`config.mk`:
```
export PLATFORM = sky130hd
export DESIGN_NAME = keypad_scanner
export DESIGN_NICKNAME = d
export VERILOG_FILES = /design/src/rtl/keypad_scanner.sv
export SDC_FILE = /design/constraint.sdc
export NUM_CORES = 1
export LEC_CHECK = 0
export BUFFER_PORTS_ARGS = -buffer_cell sky130_fd_sc_hd__buf_2
export CORE_UTILIZATION = 30
export DETAILED_ROUTE_END_ITERATION = 12
export PLACE_DENSITY = 0.44
export RECOVER_POWER = 50
export SETUP_SLACK_MARGIN = 0.05
export SLEW_MARGIN = 40
export SYNTH_ARGS = -nofsm -noshare
export SYNTH_HDL_FRONTEND = slang
export SYNTH_SLANG_ARGS = --single-unit
```
`constraint.sdc`:
```
create_clock -name clk -period 2.4 [get_ports clk]
set_input_delay 0.48 -clock clk [delete_from_list [all_inputs] [get_ports clk]]
set_output_delay 0.48 -clock clk [all_outputs]
set_load 0.02 [all_outputs]
```
`src/rtl/keypad_scanner.sv`:
```
`default_nettype none
// ============================================================================
// keypad_scanner : 4x4 matrix keypad column scan, row sync, debounce, hold
// Revision 1.0
// ============================================================================
module keypad_scanner #(
  parameter int SCAN_DIV     = 1000,
  parameter int DEBOUNCE_CNT = 8
) (
  input  logic       clk,
  input  logic       rst_n,
  input  logic [3:0] row_in,
  output logic [3:0] col_out,
  output logic [3:0] fil,
  output logic [3:0] col,
  output logic       key_valid,
  output logic       key_held
);

  localparam int DW = $clog2(SCAN_DIV);
  localparam int CW = $clog2(DEBOUNCE_CNT + 1);
  localparam logic [DW-1:0] DWELL_LAST = DW'(SCAN_DIV - 1);
  localparam logic [CW-1:0] CNT_MAX    = CW'(DEBOUNCE_CNT);

  localparam logic [1:0] ST_SCAN     = 2'd0;
  localparam logic [1:0] ST_DEBOUNCE = 2'd1;
  localparam logic [1:0] ST_HELD     = 2'd2;

  logic [1:0]    state_q, state_d;
  logic [3:0]    sync1_q, sync1_d, sync2_q, sync2_d;
  logic [DW-1:0] dwell_q, dwell_d;
  logic [3:0]    col_out_q, col_out_d;
  logic [3:0]    cap_row_q, cap_row_d, cap_col_q, cap_col_d;
  logic [CW-1:0] match_cnt_q, match_cnt_d, rel_cnt_q, rel_cnt_d;
  logic [3:0]    fil_q, fil_d, col_q, col_d;
  logic          key_valid_q, key_valid_d, key_held_q, key_held_d;

  logic          dwell_end;
  logic          sample_one_hot;
  logic          row_present;
  logic [3:0]    col_rot;
  logic [CW-1:0] match_inc, rel_inc;

  assign dwell_end      = (dwell_q == DWELL_LAST);
  assign sample_one_hot = (sync2_q != 4'b0) && ((sync2_q & (sync2_q - 4'd1)) == 4'b0);
  assign row_present    = ((sync2_q & cap_row_q) != 4'b0);
  assign col_rot        = {col_out_q[2:0], col_out_q[3]};
  assign match_inc      = (match_cnt_q == CNT_MAX) ? match_cnt_q : match_cnt_q + CW'(1);
  assign rel_inc        = (rel_cnt_q == CNT_MAX) ? rel_cnt_q : rel_cnt_q + CW'(1);

  always_ff @(posedge clk or negedge rst_n) begin
    if (!rst_n) begin
      state_q     <= ST_SCAN;
      sync1_q     <= 4'b0;
      sync2_q     <= 4'b0;
      dwell_q     <= '0;
      col_out_q   <= 4'b0001;
      cap_row_q   <= 4'b0;
      cap_col_q   <= 4'b0;
      match_cnt_q <= '0;
      rel_cnt_q   <= '0;
      fil_q       <= 4'b0;
      col_q       <= 4'b0;
      key_valid_q <= 1'b0;
      key_held_q  <= 1'b0;
    end else begin
      state_q     <= state_d;
      sync1_q     <= sync1_d;
      sync2_q     <= sync2_d;
      dwell_q     <= dwell_d;
      col_out_q   <= col_out_d;
      cap_row_q   <= cap_row_d;
      cap_col_q   <= cap_col_d;
      match_cnt_q <= match_cnt_d;
      rel_cnt_q   <= rel_cnt_d;
      fil_q       <= fil_d;
      col_q       <= col_d;
      key_valid_q <= key_valid_d;
      key_held_q  <= key_held_d;
    end
  end

  always_comb begin
    state_d = state_q;
    if (dwell_end) begin
      case (state_q)
        ST_SCAN: begin
          if (sample_one_hot) state_d = ST_DEBOUNCE;
        end
        ST_DEBOUNCE: begin
          if (sync2_q != cap_row_q)      state_d = ST_SCAN;
          else if (match_inc == CNT_MAX) state_d = ST_HELD;
        end
        ST_HELD: begin
          if (!row_present && rel_inc == CNT_MAX) state_d = ST_SCAN;
        end
        default: state_d = ST_SCAN;
      endcase
    end
  end

  always_comb begin
    sync1_d     = row_in;
    sync2_d     = sync1_q;
    dwell_d     = dwell_end ? '0 : dwell_q + DW'(1);
    col_out_d   = col_out_q;
    cap_row_d   = cap_row_q;
    cap_col_d   = cap_col_q;
    match_cnt_d = match_cnt_q;
    rel_cnt_d   = rel_cnt_q;
    fil_d       = fil_q;
    col_d       = col_q;
    key_valid_d = 1'b0;
    key_held_d  = key_held_q;
    if (dwell_end) begin
      case (state_q)
        ST_SCAN: begin
          if (sample_one_hot) begin
            cap_row_d   = sync2_q;
            cap_col_d   = col_out_q;
            match_cnt_d = CW'(1);
          end else begin
            col_out_d = col_rot;
          end
        end
        ST_DEBOUNCE: begin
          if (sync2_q == cap_row_q) begin
            match_cnt_d = match_inc;
            if (match_inc == CNT_MAX) begin
              fil_d       = cap_row_q;
              col_d       = cap_col_q;
              key_valid_d = 1'b1;
              key_held_d  = 1'b1;
              rel_cnt_d   = '0;
            end
          end else begin
            match_cnt_d = '0;
            col_out_d   = col_rot;
          end
        end
        ST_HELD: begin
          // Only the accepted row matters; extra keys on the column are ignored
          if (row_present) begin
            rel_cnt_d = '0;
          end else begin
            rel_cnt_d = rel_inc;
            if (rel_inc == CNT_MAX) begin
              key_held_d = 1'b0;
              rel_cnt_d  = '0;
              col_out_d  = col_rot;
            end
          end
        end
        default: ;
      endcase
    end
  end

  always_comb begin
    col_out   = col_out_q;
    fil       = fil_q;
    col       = col_q;
    key_valid = key_valid_q;
    key_held  = key_held_q;
  end

endmodule
`default_nettype wire

```
==> metrics.md, run 1 <==
| Metric | Value |
|---|---|
| I/O Buffers | `19` |
| CTS tree | `built` |
| Slowest-stage cell, CP | `or4_4` |
| Grt total ovfl | `0` |
| Post-Syn Nets | `219` |
| Crit Path Class | `reg -> reg` |
| Detail Route Antenna Nets | `0` |
| Mean post-synth cell area | `~11 um2` |
| Clk root buf | `clkbuf_8` |
| RR Startpoint | `sync2_q[0]` |
| Final setup vio count | `0` |
| Critical path buffers and inverters | `1` |
| Tmin final | `2.22 ns` |
| Nets | `258` |
| Cell count after synthesis | `204` |
| Area Overhead vs Synth | `20.4%` |
| Worst min-delay path startpoint | `row_in[2]` |
| Drt pass-1 iters | `4` |
| Fin Clk Skew | `0.00687 ns` |
| Slew of the pin with the lowest slew margin | `0.953 ns` |
| P_leak | `1.30 nW` |
| Worst setup EP type | `register` |
| Seq cells post-synth | `50` |
| DP HPWL | `3230 um` |
| Post-synth cell types | `45` |
| Fillcell total | `768` |
| Crit path max-delay family | `simple AND/OR/NAND/NOR gates` |
| RR Endpoint | `col_out[2]` |
| H-Tree Depth | `2` |
| Gpl congestion | `a little over 0.7` |
| DRC | `0` |
| Site row count | `31` |
| Die width | `90.2 um` |
| Top FF cell, synth | `dfrtp_1` |
| DRT Wirelength | `4530 um` |
| Cell accounting for the most synthesized area | `dfrtp_1` |
| Unrepaired setup endpoints after global routing | `no` |
| Fmax | `451 MHz` |
| Clk slew on worst S/H paths | `~0.09 ns` |
| Hold path depth | `1` |
| Max Buffers Root-to-Sink | `2` |
| 1st-iter DRT viols | `just over 60` |
| Hold Path Sink | `sync1_q[2]` |
| Seq/Total Area, Yosys | `0.537` |
| Initial Util | `0.316` |
| List of most frequent post-synthesis cells | `49 x dfrtp_1, 19 x mux2_2, 16 x nor2_1` |
| Clock insertion delay at the later pin of the skew report | `0.30 ns` |
| R2R depth | `6` |
| Cts hold-fix bufs | `0` |
| DIE HEIGHT | `between 90 and 100 um` |
| Rel. slew slack | `0.365` |
| Reg2Reg Setup Slack | `0.18 ns` |
| IO Pins | `20` |
| Number of synthesized flops with an enable pin | `0` |
| Final setup TNS | `0 ns` |
| Tot Pwr | `1.43 mW` |
| Max Cap Violations | `0` |
| Min-delay worst type | `in -> reg` |
| Final hold vios | `0` |
| Most common cell in the netlist | `dfrtp_1` |
| Status | `finished clean` |
| Wirelength per Cell | `13.2 um` |
| Top cell type's share of synthesized area | `0.526` |
| Worst vdd ir | `0.242 mV` |
| Arrival @ worst endpoint | `2.41 ns` |
| Number of global-route vias before repair | `1592` |
| Warnings, synthesis | `0` |
| Die area | `0.00813 mm2` |
| Critical path data required time | `2.59 ns` |
| Antenna cell count | `0` |
| Slew Limit Fails | `0` |
| Via count | `around 1600` |
| Largest net degree at the start of global routing | `20` |
| Antenna violations before repair | `0` |
| First-pass GRT wire length | `7880 um` |
| All-Layer GR Usage | `0.123` |
| Pwr/cell area | `508 mW/mm2` |
| CP Max Fanout | `4` |
| Core area | `0.00737 mm2` |
| FFs w/ async S/R, synth | `1.00` |
| Final worst path period share | `0.923` |
| Area contributors post-synth | `dfrtp_1 53%, mux2_2 9.2%, ha_1 4.8%, o21ai_0 3.2%, nor2_1 2.6%` |
| CTS sink cnt | `50` |
| CP cell instances | `ha_1 > or4_4 > o41ai_4 > o211ai_1 > buf_4 > mux2_4` |
| Critical Path Source Type | `register` |
| Cell area after synthesis | `0.00233 mm2` |
| TritonCTS buffer count | `5` |
| Max incr delay on CP | `0.55 ns` |
| Layout cell share with drive strength beyond 1 | `0.320` |
| Vias per Instance | `4.80` |
## state kept, by name, summed over array words and instances (netlist names)
register and count:
dwell_q 10, cap_col_q 4, cap_row_q 4, col 4
col_out 4, fil 4, match_cnt_q 4, rel_cnt_q 4
sync1_q 4, sync2_q 4, state_q 2, key_held 1
key_valid 1
## worst max path at each step
stage,start,endpoint,cells after the start
CTS,sync2_q[0],col_out[2],5
global route,dwell_q[0],rel_cnt_q[0],7
finish,sync2_q[0],col_out[2],6
global placement,dwell_q[0],cap_row_q[1],6
floorplan,sync2_q[0],col[0],6
detailed placement,cap_row_q[1],col_out[2],5
## timing repair
action	CTS	global route
resized for setup	1	11
setup endpoints to repair	1	26
pin swaps	2	2
cloned	0	0
setup buffers	1	3
hold endpoints to repair	0	0
## cells by family (layout without fill, tap and decap cells)
family                   after synthesis  in the layout  share of synthesized area
XOR/XNOR                               9              9                     0.0338
adder cells (fa/ha/maj)                9              9                     0.0483
flip-flops                            50             50                      0.537
buffers and inverters                  9             49                     0.0156
AO/OA/AOI/OAI                         42             42                      0.119
multiplexers                          20             20                     0.0982
AND/OR/NAND/NOR                       65             65                      0.149
## cells in the final DEF, fill, tap and decap left out, types with 2 or more instances in the layout
cell type / netlist / layout
dfrtp_1: 49 / 48
mux2_2: 19 / 18
buf_2: 2 / 18
nor2_1: 16 / 16
o21ai_0: 15 / 15
buf_4: 0 / 15
nand3_1: 10 / 10
ha_1: 9 / 9
nand2_1: 10 / 8
a21oi_1: 7 / 7
xor2_1: 6 / 6
clkbuf_8: 0 / 6
inv_1: 5 / 5
nor3_1: 4 / 4
clkbuf_1: 2 / 4
nand2_2: 1 / 3
nand2b_1: 3 / 3
xnor2_1: 3 / 3
or3_1: 3 / 2
nand4_1: 2 / 2
nor4_1: 2 / 2
or4_4: 1 / 2
o22ai_1: 2 / 2
nor2b_1: 2 / 2
o31ai_1: 3 / 2
o211ai_1: 2 / 2
or2_2: 2 / 2
mux2_4: 1 / 2
## metrics by stage
stage	area [um2]	hold WS (ns)	instances	utilization	setup WS, ns
floorplan	2330	0.184	204	-	0.205
global placement	2630	0.332	331	0.357	0.0868
detailed placement	2630	0.335	331	0.357	0.0881
CTS	2740	0.0982	340	0.371	0.0855
global route	2810	0.249	343	0.381	0.0615
finish	2810	0.273	343	0.381	0.184
## worst reg2reg max path, cell delays in order (launching register included)
cell,delay [ns]
dfrtp_1,0.40
ha_1,0.21
or4_4,0.55
o41ai_4,0.34
o211ai_1,0.14
buf_4,0.17
mux2_4,0.29
## report_power, final
group,internal [mW],switching [mW]
clock network,0.239,0.290
logic,0.0155,0.0303
registers,0.849,0.00341
## per-layer routing
layer,track usage,share of wire,routed length [um],vias to the layer above
met5,0,0,0,-
met4,0.0524,0.019,87,0
met3,0.0254,0.031,142,7
met2,0.197,0.48,2180,28
met1,0.162,0.47,2120,796
li1,-,-,-,817
## cell type report
| class | count | area [um2] | share of cell area |
|---|---|---|---|
| tap | 99 | 124 | 0.0441 |
| timing repair buffer | 36 | 214 | 0.0762 |
| inverter | 5 | 18.8 | 0.00668 |
| sequential | 50 | 1250 | 0.446 |
| multi-input combinational | 145 | 1100 | 0.393 |
| clock inverter | 1 | 8.76 | 0.00312 |
| clock buffer | 7 | 86.3 | 0.0307 |
No activity file was read; power rests on OpenSTA's default activity.
==> inputs of run 2 (changes only) <==
--- a/config.mk
+++ b/config.mk
@@ -5,7 +5,7 @@
 export SDC_FILE = /design/constraint.sdc
 export NUM_CORES = 1
 export LEC_CHECK = 0
-export BUFFER_PORTS_ARGS = -buffer_cell sky130_fd_sc_hd__buf_2
+export BUFFER_PORTS_ARGS = -buffer_cell sky130_fd_sc_hd__buf_4
 export CORE_UTILIZATION = 30
 export DETAILED_ROUTE_END_ITERATION = 12
 export PLACE_DENSITY = 0.44
==> metrics.md, run 2 (synthesis gave the netlist of run 1 again) <==
| Metric | Value |
|---|---|
| Slew Limit Fails | `0` |
| CTS tree | `built` |
| Hold path depth | `1` |
| Rel. slew slack | `0.166` |
| Via count | `between 1500 and 2000` |
| Largest net degree at the start of global routing | `51` |
| Pwr/cell area | `501 mW/mm2` |
| Flip-flop count of the largest register after layout | `10` |
| RR Endpoint | `col_out[1]` |
| Clock insertion delay at the later pin of the skew report | `0.30 ns` |
| Final setup vio count | `0` |
| Comb pwr share | `0.031` |
| DRT Wirelength | `4390 um` |
| Status | `finished clean` |
| Seq pwr share | `0.610` |
| Initial Util | `0.316` |
| CP cell instances | `ha_1 > or4_4 > o41ai_4 > o211ai_1 > buf_4 > mux2_2` |
| Final Non-Filler Cells | `338` |
| Hold Path Sink | `sync1_q[3]` |
| Clk slew on worst S/H paths | `0.10 ns` |
| Tmin final | `2.19 ns` |
| DIE HEIGHT | `90.2 um` |
| All-Layer GR Usage | `0.117` |
| Slowest-stage cell, CP | `or4_4` |
| H-Tree Depth | `2` |
| Drt pass-1 iters | `4` |
| Final setup TNS | `0 ns` |
| Core area | `0.00737 mm2` |
| Worst setup EP type | `register` |
| Slew of the pin with the lowest slew margin | `1.25 ns` |
| P_int | `around 1.1 mW` |
| Crit path max-delay family | `simple AND/OR/NAND/NOR gates` |
| Clock power frac | `0.358` |
| Gpl congestion | `0.738` |
| TritonCTS buffer count | `5` |
| Fmax | `456 MHz` |
| Critical Path Source Type | `register` |
| Crit Path Class | `reg -> reg` |
| Critical path buffers and inverters | `1` |
| Critical path data required time | `2.60 ns` |
| R2R depth | `6` |
| Max Cap Violations | `0` |
| CTS sink cnt | `50` |
| DP HPWL | `3080 um` |
| Grt total ovfl | `0` |
| Fin Clk Skew | `0.00581 ns` |
| Final hold vios | `0` |
| Antenna cell count | `0` |
| Die width | `90.2 um` |
| Final worst path period share | `0.914` |
| Post-Place Cells | `328` |
| I/O Buffers | `19` |
| 1st-iter DRT viols | `58` |
| CP Max Fanout | `4` |
| Sw power | `about 0.33 mW` |
| Cts hold-fix bufs | `0` |
| Worst min-delay path startpoint | `row_in[3]` |
| Area Overhead vs Synth | `19.4%` |
| Detail Route Antenna Nets | `0` |
| Die area | `approximately 0.0081 mm2` |
| Antenna violations before repair | `0` |
| Reg2Reg Setup Slack | `around 0.21 ns` |
| Most frequent cells in the layout | `49 x dfrtp_1, 26 x buf_4, 19 x mux2_2` |
| Max Buffers Root-to-Sink | `2` |
| Worst vdd ir | `roughly 0.26 mV` |
| DRC | `0` |
| Max incr delay on CP | `0.57 ns` |
| Min-delay worst type | `in -> reg` |
| Layout cell share with drive strength beyond 1 | `0.301` |
| Largest Register | `dwell_q` |
| Layout Utilization | `0.378` |
| Nets | `253` |
| Wirelength per Cell | `roughly 13 um` |
| Number of global-route vias before repair | `1565` |
| RR Startpoint | `cap_row_q[1]` |
| Site row count | `31` |
| Commonest non-fill, non-tap cell in the layout | `dfrtp_1` |
| Vias per Instance | `between 4 and 5` |
| IO Pins | `20` |
| Fraction of power spent switching nets | `0.233` |
| P_leak | `between 1 and 1.5 nW` |
| Clk root buf | `clkbuf_8` |
| Unrepaired setup endpoints after global routing | `yes` |
| Arrival @ worst endpoint | `approximately 2.4 ns` |
| First-pass GRT wire length | `about 7700 um` |
run 2: cell types whose count changed in the layout (fill, tap and decap cells not counted), moves of 2 or more:
| cell | change |
|---|---|
| nand2_2 | -2 |
| buf_2 | -18 |
| nand2_1 | +2 |
| buf_4 | +11 |
| clkinv_2 | +2 |
| clkbuf_4 | +4 |
| clkbuf_1 | -4 |
run 2: repair_timing:
item | 4_1_cts | 5_1_grt
endpoints found under the hold margin | 0 | 0
setup endpoints to repair | 0 | 16
setup buffers | 0 | 2
gates resized for setup | 0 | 5
run 2: worst max path at each step:
stage | start | end | depth (start not counted)
after global routing | cap_row_q[0] | rel_cnt_q[3] | 6
after detailed placement | cap_row_q[1] | col_out[1] | 5
after global placement | dwell_q[0] | cap_row_q[1] | 6
after CTS | dwell_q[0] | cap_row_q[0] | 6
final | cap_row_q[1] | col_out[1] | 6
after floorplan | sync2_q[0] | col[0] | 6
run 2: power by group through the flow:
| stage | Combinational, mW | Clock (mW) | Sequential (mW) |
|---|---|---|---|
| 3_3_place_gp | 0.0472 | 0 | 0.869 |
| 6_report | 0.0439 | 0.500 | 0.852 |
| 5_1_grt | 0.0521 | 0.562 | 0.853 |
| 2_1_floorplan | 0.0141 | 0 | 0.870 |
| 4_1_cts | 0.0469 | 0.532 | 0.852 |
| 3_5_place_dp | 0.0467 | 0 | 0.869 |
run 2: routing by layer:
metal / global-route usage / part of all wire / vias up
li1: - / - / 810
met1: 0.161 / 0.51 / 791
met2: 0.183 / 0.45 / 20
met3: 0.0254 / 0.027 / 6
met4: 0.0403 / 0.015 / 0
met5: 0 / 0 / -
run 2: through the flow:
stage                     power [mW]  cell area [um2]  setup slack, ns  hold slack (ns)
after floorplan                0.884             2330            0.205            0.184
after global placement         0.916             2660           0.0924            0.333
after detailed placement       0.916             2660           0.0847            0.335
after CTS                       1.43             2740           0.0696            0.213
after global routing            1.47             2790          0.00522            0.278
final                           1.40             2790            0.206            0.301
run 2: cell type report:
class / instances / area [um2]
fillers: 756 / 4580
flip-flops and latches: 50 / 1250
multi-input cells: 145 / 1070
repair buffers: 31 / 230
well taps: 99 / 124
clock buffers: 5 / 68.8
clock inverters: 3 / 18.8
inverters: 5 / 18.8
run 2: worst register-to-register path: cells and delay by family, from the launching register on:
kind                     cells  cell delay, ns
buffers and inverters        1            0.17
AO/OA/AOI/OAI                2            0.50
AND/OR/NAND/NOR              1            0.57
multiplexers                 1            0.26
flip-flops                   1            0.41
adder cells (fa/ha/maj)      1            0.18
